[src/rtl/config_dispatcher_if.sv]
// Shared UART receive/transmit handshakes plus the per-slot subsystem bus.
// The dispatcher uses the master side; the subsystems and UART sit on the slave side.
interface config_dispatcher_if #(
   parameter int N_SLOTS = 4
) ();
   logic               uart_rx_done;
   logic [7:0]         uart_rx_data;
   logic [N_SLOTS-1:0] sub_enable;
   logic [N_SLOTS-1:0] sub_rx_done;
   logic [7:0]         sub_rx_data;
   logic [N_SLOTS-1:0] sub_error;
   logic               tx_busy;
   logic               tx_start;
   logic [7:0]         tx_data;

   modport master (
      input  uart_rx_done, uart_rx_data, sub_error, tx_busy,
      output sub_enable, sub_rx_done, sub_rx_data, tx_start, tx_data
   );

   modport slave (
      output uart_rx_done, uart_rx_data, sub_error, tx_busy,
      input  sub_enable, sub_rx_done, sub_rx_data, tx_start, tx_data
   );
endinterface

[src/rtl/config_dispatcher.sv]
// Routes a UART command session ('A'+slot, digits, CR) to one subsystem and answers with a status byte.
// Forwarded bytes lag the rx strobe by one cycle; bytes arriving while settling/releasing/responding are dropped and counted.
module config_dispatcher #(
   parameter int  N_SLOTS     = 4,
   parameter int  CLK_FREQ    = 100_000_000,
   parameter int  SETTLE_CNT  = CLK_FREQ / 1000,
   parameter int  SESSION_CNT = CLK_FREQ / 100,
   localparam int SLOT_W      = (N_SLOTS > 1) ? $clog2(N_SLOTS) : 1
) (
   input  logic                clk,
   input  logic                rst_n,
   config_dispatcher_if.master bus,
   output logic                o_busy,
   output logic [SLOT_W-1:0]   o_active_slot,
   output logic [7:0]          o_drop_cnt
);
   localparam int SESS_W = (SESSION_CNT > 1) ? $clog2(SESSION_CNT) : 1;
   localparam int SET_W  = (SETTLE_CNT > 1) ? $clog2(SETTLE_CNT) : 1;
   localparam logic [SESS_W-1:0] SESS_LAST = SESS_W'(SESSION_CNT - 1);
   localparam logic [SET_W-1:0]  SET_LAST  = SET_W'(SETTLE_CNT - 1);

   localparam logic [2:0] ST_IDLE    = 3'd0;
   localparam logic [2:0] ST_COLLECT = 3'd1;
   localparam logic [2:0] ST_SETTLE  = 3'd2;
   localparam logic [2:0] ST_RELEASE = 3'd3;
   localparam logic [2:0] ST_RESP    = 3'd4;

   localparam logic [7:0] CH_K  = 8'h4B;
   localparam logic [7:0] CH_E  = 8'h45;
   localparam logic [7:0] CH_T  = 8'h54;
   localparam logic [7:0] CH_Q  = 8'h3F;
   localparam logic [7:0] CH_CR = 8'h0D;
   localparam logic [7:0] CH_A  = 8'h41;

   logic [2:0]         r_state;
   logic [SLOT_W-1:0]  r_slot;
   logic [SESS_W-1:0]  r_sess_cnt;
   logic [SET_W-1:0]   r_settle_cnt;
   logic [1:0]         r_digit_cnt;
   logic               r_rel_cnt;
   logic [7:0]         r_resp;
   logic [N_SLOTS-1:0] r_sub_enable;
   logic [N_SLOTS-1:0] r_sub_rx_done;
   logic [7:0]         r_sub_rx_data;
   logic               r_tx_start;
   logic [7:0]         r_tx_data;
   logic [7:0]         r_drop_cnt;

   logic [7:0]        w_sel_off;
   logic [SLOT_W-1:0] w_sel_slot;
   logic              w_is_sel;
   logic              w_is_cr;
   logic              w_is_digit;
   logic              w_drop;

   assign w_sel_off  = bus.uart_rx_data - CH_A;
   assign w_sel_slot = w_sel_off[SLOT_W-1:0];
   assign w_is_sel   = (bus.uart_rx_data >= CH_A) && (w_sel_off < 8'(N_SLOTS));
   assign w_is_cr    = (bus.uart_rx_data == CH_CR);
   assign w_is_digit = (bus.uart_rx_data >= 8'h30) && (bus.uart_rx_data <= 8'h39);
   assign w_drop     = bus.uart_rx_done &&
                       (r_state == ST_SETTLE || r_state == ST_RELEASE || r_state == ST_RESP);

   always_ff @(posedge clk or negedge rst_n) begin
      if (!rst_n) begin
         r_state       <= ST_IDLE;
         r_slot        <= '0;
         r_sess_cnt    <= '0;
         r_settle_cnt  <= '0;
         r_digit_cnt   <= '0;
         r_rel_cnt     <= 1'b0;
         r_resp        <= '0;
         r_sub_enable  <= '0;
         r_sub_rx_done <= '0;
         r_sub_rx_data <= '0;
         r_tx_start    <= 1'b0;
         r_tx_data     <= '0;
         r_drop_cnt    <= '0;
      end else begin
         r_sub_rx_done <= '0;
         r_tx_start    <= 1'b0;
         if (w_drop && r_drop_cnt != 8'hFF)
            r_drop_cnt <= r_drop_cnt + 8'd1;

         case (r_state)
            ST_IDLE: begin
               if (bus.uart_rx_done) begin
                  if (w_is_sel) begin
                     r_slot       <= w_sel_slot;
                     r_sub_enable <= N_SLOTS'(1) << w_sel_slot;
                     r_sess_cnt   <= '0;
                     r_digit_cnt  <= '0;
                     r_state      <= ST_COLLECT;
                  end else begin
                     r_resp  <= CH_Q;
                     r_state <= ST_RESP;
                  end
               end
            end
            ST_COLLECT: begin
               r_sess_cnt <= r_sess_cnt + SESS_W'(1);
               // Timeout outranks a byte landing on the same cycle.
               if (r_sess_cnt == SESS_LAST) begin
                  r_resp       <= CH_T;
                  r_sub_enable <= '0;
                  r_rel_cnt    <= 1'b0;
                  r_state      <= ST_RELEASE;
               end else if (bus.uart_rx_done) begin
                  if (w_is_cr && r_digit_cnt != 2'd0) begin
                     r_settle_cnt <= '0;
                     r_state      <= ST_SETTLE;
                  end else if (w_is_cr || (w_is_digit && r_digit_cnt == 2'd2)) begin
                     r_resp       <= CH_E;
                     r_sub_enable <= '0;
                     r_rel_cnt    <= 1'b0;
                     r_state      <= ST_RELEASE;
                  end else begin
                     r_sub_rx_data         <= bus.uart_rx_data;
                     r_sub_rx_done[r_slot] <= 1'b1;
                     if (w_is_digit)
                        r_digit_cnt <= r_digit_cnt + 2'd1;
                  end
               end
            end
            ST_SETTLE: begin
               r_settle_cnt <= r_settle_cnt + SET_W'(1);
               if (r_settle_cnt == SET_LAST) begin
                  r_resp       <= bus.sub_error[r_slot] ? CH_E : CH_K;
                  r_sub_enable <= '0;
                  r_rel_cnt    <= 1'b0;
                  r_state      <= ST_RELEASE;
               end
            end
            ST_RELEASE: begin
               r_rel_cnt <= 1'b1;
               if (r_rel_cnt)
                  r_state <= ST_RESP;
            end
            ST_RESP: begin
               if (!bus.tx_busy) begin
                  r_tx_start <= 1'b1;
                  r_tx_data  <= r_resp;
                  r_state    <= ST_IDLE;
               end
            end
            default: r_state <= ST_IDLE;
         endcase
      end
   end

   assign bus.sub_enable  = r_sub_enable;
   assign bus.sub_rx_done = r_sub_rx_done;
   assign bus.sub_rx_data = r_sub_rx_data;
   assign bus.tx_start    = r_tx_start;
   assign bus.tx_data     = r_tx_data;
   assign o_busy          = (r_state != ST_IDLE);
   assign o_active_slot   = r_slot;
   assign o_drop_cnt      = r_drop_cnt;
endmodule

[src/flat_wrapper.sv]
// flat-port wrapper written by rule: the top's interface ports become plain ports
module config_dispatcher_flat 
#(
   parameter int  N_SLOTS     = 4,
   parameter int  CLK_FREQ    = 100_000_000,
   parameter int  SETTLE_CNT  = CLK_FREQ / 1000,
   parameter int  SESSION_CNT = CLK_FREQ / 100,
   localparam int SLOT_W      = (N_SLOTS > 1) ? $clog2(N_SLOTS) : 1
)
  (clk, rst_n, o_busy, o_active_slot, o_drop_cnt, bus_uart_rx_done, bus_uart_rx_data, bus_sub_error, bus_tx_busy, bus_sub_enable, bus_sub_rx_done, bus_sub_rx_data, bus_tx_start, bus_tx_data);
  config_dispatcher_if #(.N_SLOTS(N_SLOTS)) bus_i ();
  input  logic clk;
  input  logic rst_n;
  output logic o_busy;
  output logic [SLOT_W-1:0] o_active_slot;
  output logic [7:0] o_drop_cnt;
  input wire logic [$bits(bus_i.uart_rx_done)-1:0] bus_uart_rx_done;
  input wire logic [$bits(bus_i.uart_rx_data)-1:0] bus_uart_rx_data;
  input wire logic [$bits(bus_i.sub_error)-1:0] bus_sub_error;
  input wire logic [$bits(bus_i.tx_busy)-1:0] bus_tx_busy;
  output wire logic [$bits(bus_i.sub_enable)-1:0] bus_sub_enable;
  output wire logic [$bits(bus_i.sub_rx_done)-1:0] bus_sub_rx_done;
  output wire logic [$bits(bus_i.sub_rx_data)-1:0] bus_sub_rx_data;
  output wire logic [$bits(bus_i.tx_start)-1:0] bus_tx_start;
  output wire logic [$bits(bus_i.tx_data)-1:0] bus_tx_data;
  assign bus_i.uart_rx_done = bus_uart_rx_done;
  assign bus_i.uart_rx_data = bus_uart_rx_data;
  assign bus_i.sub_error = bus_sub_error;
  assign bus_i.tx_busy = bus_tx_busy;
  assign bus_sub_enable = bus_i.sub_enable;
  assign bus_sub_rx_done = bus_i.sub_rx_done;
  assign bus_sub_rx_data = bus_i.sub_rx_data;
  assign bus_tx_start = bus_i.tx_start;
  assign bus_tx_data = bus_i.tx_data;
  config_dispatcher #(.N_SLOTS(N_SLOTS), .CLK_FREQ(CLK_FREQ), .SETTLE_CNT(SETTLE_CNT), .SESSION_CNT(SESSION_CNT)) u_core (.clk(clk), .rst_n(rst_n), .bus(bus_i), .o_busy(o_busy), .o_active_slot(o_active_slot), .o_drop_cnt(o_drop_cnt));
endmodule
[config.mk]
export PLATFORM = sky130hd
export DESIGN_NAME = config_dispatcher_flat
export DESIGN_NICKNAME = d
export VERILOG_FILES = /design/src/rtl/config_dispatcher_if.sv /design/src/rtl/config_dispatcher.sv /design/src/flat_wrapper.sv
export SDC_FILE = /design/constraint.sdc
export NUM_CORES = 1
export LEC_CHECK = 0
export BUFFER_PORTS_ARGS = -buffer_cell sky130_fd_sc_hd__buf_2
export CORE_ASPECT_RATIO = 1.4
export CORE_MARGIN = 2
export CORE_UTILIZATION = 35
export DETAILED_ROUTE_END_ITERATION = 8
export PLACE_DENSITY_LB_ADDON = 0.15
export SLEW_MARGIN = 15
export SYNTH_ARGS = -nofsm -noshare
export SYNTH_HDL_FRONTEND = slang
export SYNTH_SLANG_ARGS = --single-unit
[constraint.sdc]
create_clock -name clk -period 4.04 [get_ports clk]
set_clock_uncertainty 0.05 [all_clocks]
set_input_delay 0.606 -clock clk [delete_from_list [all_inputs] [get_ports clk]]
set_output_delay 0.606 -clock clk [all_outputs]
set_load 0.01 [all_outputs]
* Word-level counts from Yosys, hierarchy flattened
Cells that the tools add are included.
Operators by class: add/sub/neg operators 5, magnitude comparators 6, equal/unequal tests 25, shift operators 1, mux-type cells 59, bitwise gates (word level) 4, reductions and logical operators 27
Operators with widths (count):
- $mux W8 | 7
- $mux W4 | 13
- $mux W17 | 3
- $mux W20 | 2
- $pmux W20 S2 | 1
- $pmux W17 S2 | 1
- $mux W3 | 9
- $pmux W8 S3 | 1
- $add A20 B1 Y20 const B | 1
- $eq A20 B20 Y1 const B | 1
- $add A17 B1 Y17 const B | 1
- $eq A17 B17 Y1 const B | 1
- $ne A2 B2 Y1 const B | 8
- $pmux W3 S5 | 1
- $mux W2 | 7
- $reduce_and A7 Y1 | 2
- $pmux W4 S3 | 1
- $reduce_and A5 Y1 | 2
- $mux W1 | 9
- $reduce_bool A3 Y1 | 3
- $add A8 B1 Y8 const B | 1
- $eq A8 B4 Y1 const B | 1
- $ge A8 B6 Y1 const B | 1
- $ge A8 B7 Y1 const B | 1
- other kinds (30) | 49
Storage, ports and cells: register bits 86, input bits 16, output and inout bits 36, logic and storage cells 140

* Logic depth before layout (Yosys ltp)
word-level depth 9, gate-level depth with buffers 9, gate-level depth less buffers 7

* Worst setup path after synthesis
No wires, ideal clock.
path kind input -> register, start in bus_uart_rx_data[0], end reg u_core.r_sub_enable[0], in the netlist u_core.bus.sub_enable[0], library setup time 125 ps, data arrival time 2162 ps, data required time 3865 ps, slack 1704 ps, stages on the path 7, buffers on the path 0, cells stage by stage inv_1 ha_1 o21bai_1 a211oi_1 or3_4 a31oi_4 mux2_2
On the way: longest elaborated chain between the ends 6, elaborated cells on any way between the ends 19, classes of those cells add/sub (1); order compare (4); eq/ne (4); shift (1); mux (3); reduce/logical (6)
RTL lines:
- start, declared | RTL line flat_wrapper.sv:18 | input wire logic [$bits(bus_i.uart_rx_data)-1:0] bus_uart_rx_data;
- parallel branches: the longest is 6 deep, another holds $sub A8 B7 Y8
- end signal, assigned | RTL line config_dispatcher.sv:90 | r_sub_enable <= N_SLOTS'(1) << w_sel_slot;
- end, declared | RTL line config_dispatcher.sv:42 | logic [N_SLOTS-1:0] r_sub_enable;
Parallel ways; which one is timed is not known. The select of a mux whose other input is x is not followed. A chain may end at the register's enable or synchronous reset.

* Final worst setup path
start reg u_core.r_state[1], end reg u_core.r_settle_cnt[5]
On the way: longest elaborated chain between the ends 3, elaborated cells on any way between the ends 8, classes of those cells eq/ne (5); mux (1); reduce/logical (2)
RTL lines:
- start, declared | RTL line config_dispatcher.sv:35 | logic [2:0] r_state;
- start signal, assigned | RTL line config_dispatcher.sv:66 | r_state <= ST_IDLE;
- start signal, assigned | RTL line config_dispatcher.sv:93 | r_state <= ST_COLLECT;
- start signal, assigned | RTL line config_dispatcher.sv:96 | r_state <= ST_RESP;
- $eq A3 B1 Y1 or $eq A3 B2 Y1 (tied branches) | RTL line config_dispatcher.sv:85 | case (r_state)
- $ne A2 B1 Y1 (no line), or another cell as far along
- $reduce_and A4 Y1 (no line)
- end signal, assigned | RTL line config_dispatcher.sv:126 | r_settle_cnt <= r_settle_cnt + SET_W'(1);
- end, declared | RTL line config_dispatcher.sv:38 | logic [SET_W-1:0] r_settle_cnt;
Several ways; a longest one is shown, not always the timed one.

==> flow_summary.yaml <==
sta:
  clock.fmax_ghz: 0.3733
  drv_slew: 0
  layout_setup_ws_ps: 1362
  setup_tns_ps: 0
  final-hold-violation-count: 0
  tightest_slew_ps: 1004
  slew_headroom_pct: 33.09
  period_needed_ps: 2678
  rsz0062_at_grt: "no"
  setup_viol: 0
  final.period_utilization_pct: 66.30
route:
  drt_iter0_markers: 134
  viasPerCell: 5.394
  ant_nets: 0
  routed_wl_mm: 9.669
  vias: 3312
  firstDrtPassIters: 4
  wl_per_cell_um: 15.75
  drcViolationCount: 0
placed_design:
  dp_cells: 597
  postPlaceCellArea_mm2: 0.004582
  place_ws_ps: 1214
  dp_hpwl_mm: 6.809
  io_buffers: 50
  gp_congestion: 0.8187
floorplan:
  die_area_mm2: 0.01302
  num_rows: 47
  core_mm2: 0.01182
  chipHeight_um: 134.2
  die_x_um: 97.03
  num_io_pins: 52
  start_util_pct: 35.87
worst_setup_path:
  start_kind: "register"
  rr_endpoint: "u_core.r_settle_cnt[5]$_DFFE_PN0P_"
  crit_fanout: 21
  crit_type: "reg -> reg"
  end_kind: "register"
  rr_startpoint: "u_core.r_state[1]$_DFFE_PN0P_"
  r2r_slack_ps: 1360
  crit_arrival_ps: 2800
  required_ps: 4170
  reg2regPathDepth: 5
cts:
  worstSkewPairLatency_ps: 340
  cts.sink_count: 82
  cts_resized: 0
  cts_hold_buf: 0
  cts-buffers-inserted: 9
  cts_tree: "built"
  cts-htree-levels: 3
  postCtsSetupBuffers: 0
  clockBufferDepth: 2
  clkTransAtPathRegs_ps: 60
  root_buffer: "clkbuf_16"
logic_synthesis:
  ys_async_sr_fraction_pct: 100.0
  synth_edf_count: 0
  synth_area_per_cell_um2: 10.12
  synth_nets: 444
  synthCells: 419
  ys_warn_count: 0
  ys.flop_type: "dfrtp_1"
  synth_seq_area_share_pct: 48.39
  netlist_area_mm2: 0.004240
  ys_types: 60
  ys_ff_latch: 82
global_routing:
  grt_antenna_before_repair: 0
  grt_pass1_wl_mm: 16.20
  track_usage_pct: 15.32
  grt_max_degree: 83
  grt_pass1_vias: 3179
  overflow: 0
status:
  status: "complete, no violations"
power:
  vdd_ir_drop_max_mv: 0.2645
  power_leakage_nw: 2.066
  finalPower_mw: 2.716
  power.density_mw_per_mm2: 553.3
run:
  drv_cap: 0
final_layout:
  fill_cells: 1174
  area_delta_synth_final_pct: 15.76
  drive_gt1_share_pct: 20.77
  postLayoutCellArea_mm2: 0.004908
  fin_nets: 487
  finalNonFillerCells: 614
  n_antenna_cell: 0
worst_hold_path:
  hp-class: "in -> async"
## metal layers
| layer | track usage, % | up-vias | wire length, µm |
|---|---|---|---|
| met1 | 18.81 | 1610 | 4291 |
| met4 | 5.634 | 0 | 136 |
| met3 | 2.449 | 9 | 266 |
| met5 | 0 | - | 0 |
| met2 | 27.12 | 53 | 4975 |
| li1 | - | 1640 | - |
## metrics by stage
step,hold WS (ps),util [%]
after CTS,437.7,41.36
final,202.9,41.53
after detailed placement,420.6,38.76
after global routing,244.4,41.53
after floorplan,260.4,-
after global placement,412.5,38.76
## layout by cell type (no fill, tap or decap), types with 3 or more instances in the layout
cell,n
xnor2_1,5
nand4_1,10
a211oi_1,3
nor3_1,11
a31oi_1,16
o31ai_1,11
nand2_1,40
and4_1,5
mux2i_1,6
o22a_1,3
ha_1,9
o21a_1,3
or4_1,10
and3_1,8
buf_2,49
nand3_1,20
nor2_1,21
inv_1,15
and2_1,3
xor2_1,6
o21ai_0,18
or3_1,6
nor4_1,4
dfrtp_1,82
mux2_2,18
clkbuf_16,9
a21oi_1,20
nand2b_1,5
## sequential cells by signal (all words and copies together) (netlist names)
signal,count
u_core.r_rel_cnt,1
u_core.r_state,3
u_core.o_active_slot,2
u_core.r_digit_cnt,2
u_core.bus.sub_rx_done,4
u_core.bus.tx_data,6
u_core.r_resp,6
u_core.bus.sub_rx_data,8
u_core.r_sess_cnt,20
u_core.bus.sub_enable,4
u_core.r_settle_cnt,17
u_core.bus.tx_start,1
u_core.o_drop_cnt,8
## kinds of logic after synthesis
logic type                 Yosys count  share of synthesized area, %
and+or+nand+nor                    162                         21.19
AOI/OAI and AO/OA                   94                         14.72
DFF                                 82                         48.39
buffers and inverters               35                         3.954
muxes                               25                         6.728
xor gates and xnor gates            11                         2.272
adders and majority gates            9                         2.656
other                                1                       0.08844
## cells in the mapped netlist (3+ instances only)
cell      number  area, µm²
nand2_1       40      150.1
a21oi_1       20      100.1
o31ai_1       11      82.58
nor4_1         4      25.02
nand3_1       20      100.1
mux2_2        18      202.7
o21a_1         3      22.52
nand2b_1       5      31.28
or3_1          6      37.54
xor2_1         6      52.55
or4_1         10      75.07
nand4_1       10      62.56
o21ai_0       18      90.09
buf_2          5      25.02
a31oi_1       16      100.1
buf_4          4      30.03
clkbuf_1       9      33.78
o22a_1         3      26.28
nor2_1        21      78.83
and4_1         5      43.79
nor3_1        11      55.05
and2_1         3      18.77
and3_1         8      50.05
mux2i_1        6      60.06
a211oi_1       3      22.52
inv_1         15      56.30
ha_1           9      112.6
xnor2_1        5      43.79
dfrtp_1       82       2052
## worst max-delay path, cell delays in order (launching register included)
cell and delay, ps:
dfrtp_1 530, nor2b_1 310, and2_1 670, a21oi_1 150, a21oi_2 620, a31oi_1 180
## where the power goes
group | switching (mW) | internal [mW] | leakage (nW) | total (mW)
clock network | 0.334 | 0.512 | 0.145 | 0.846
logic | 0.416 | 0.309 | 0.963 | 0.725
registers | 0.162 | 0.984 | 0.959 | 1.15
total | 0.911 | 1.81 | 2.07 | 2.72
## area by class of cell
type	count	area, µm²	share of cell area, %
multi-input combinational	302	2029	41.35
inverter	15	56.30	1.147
clock inverter	4	50.05	1.020
sequential	82	2052	41.80
clock buffer	12	256.5	5.226
timing repair buffer	52	280.3	5.710
tap	147	183.9	3.747
## worst max path at each step
stage / start / end / slack (ps)
after floorplan: bus_uart_rx_data[0] / u_core.bus.sub_enable[0]$_DFFE_PN0P_ / 1700
after global placement: bus_uart_rx_data[1] / u_core.r_settle_cnt[4]$_DFFE_PN0P_ / 1290
after detailed placement: bus_uart_rx_data[1] / u_core.r_settle_cnt[13]$_DFFE_PN0P_ / 1210
after global routing: u_core.r_state[1]$_DFFE_PN0P_ / u_core.r_settle_cnt[5]$_DFFE_PN0P_ / 1120
after CTS: u_core.r_state[1]$_DFFE_PN0P_ / u_core.r_settle_cnt[5]$_DFFE_PN0P_ / 1360
final: u_core.r_state[1]$_DFFE_PN0P_ / u_core.r_settle_cnt[5]$_DFFE_PN0P_ / 1360
(Power assumes the default switching activity.)
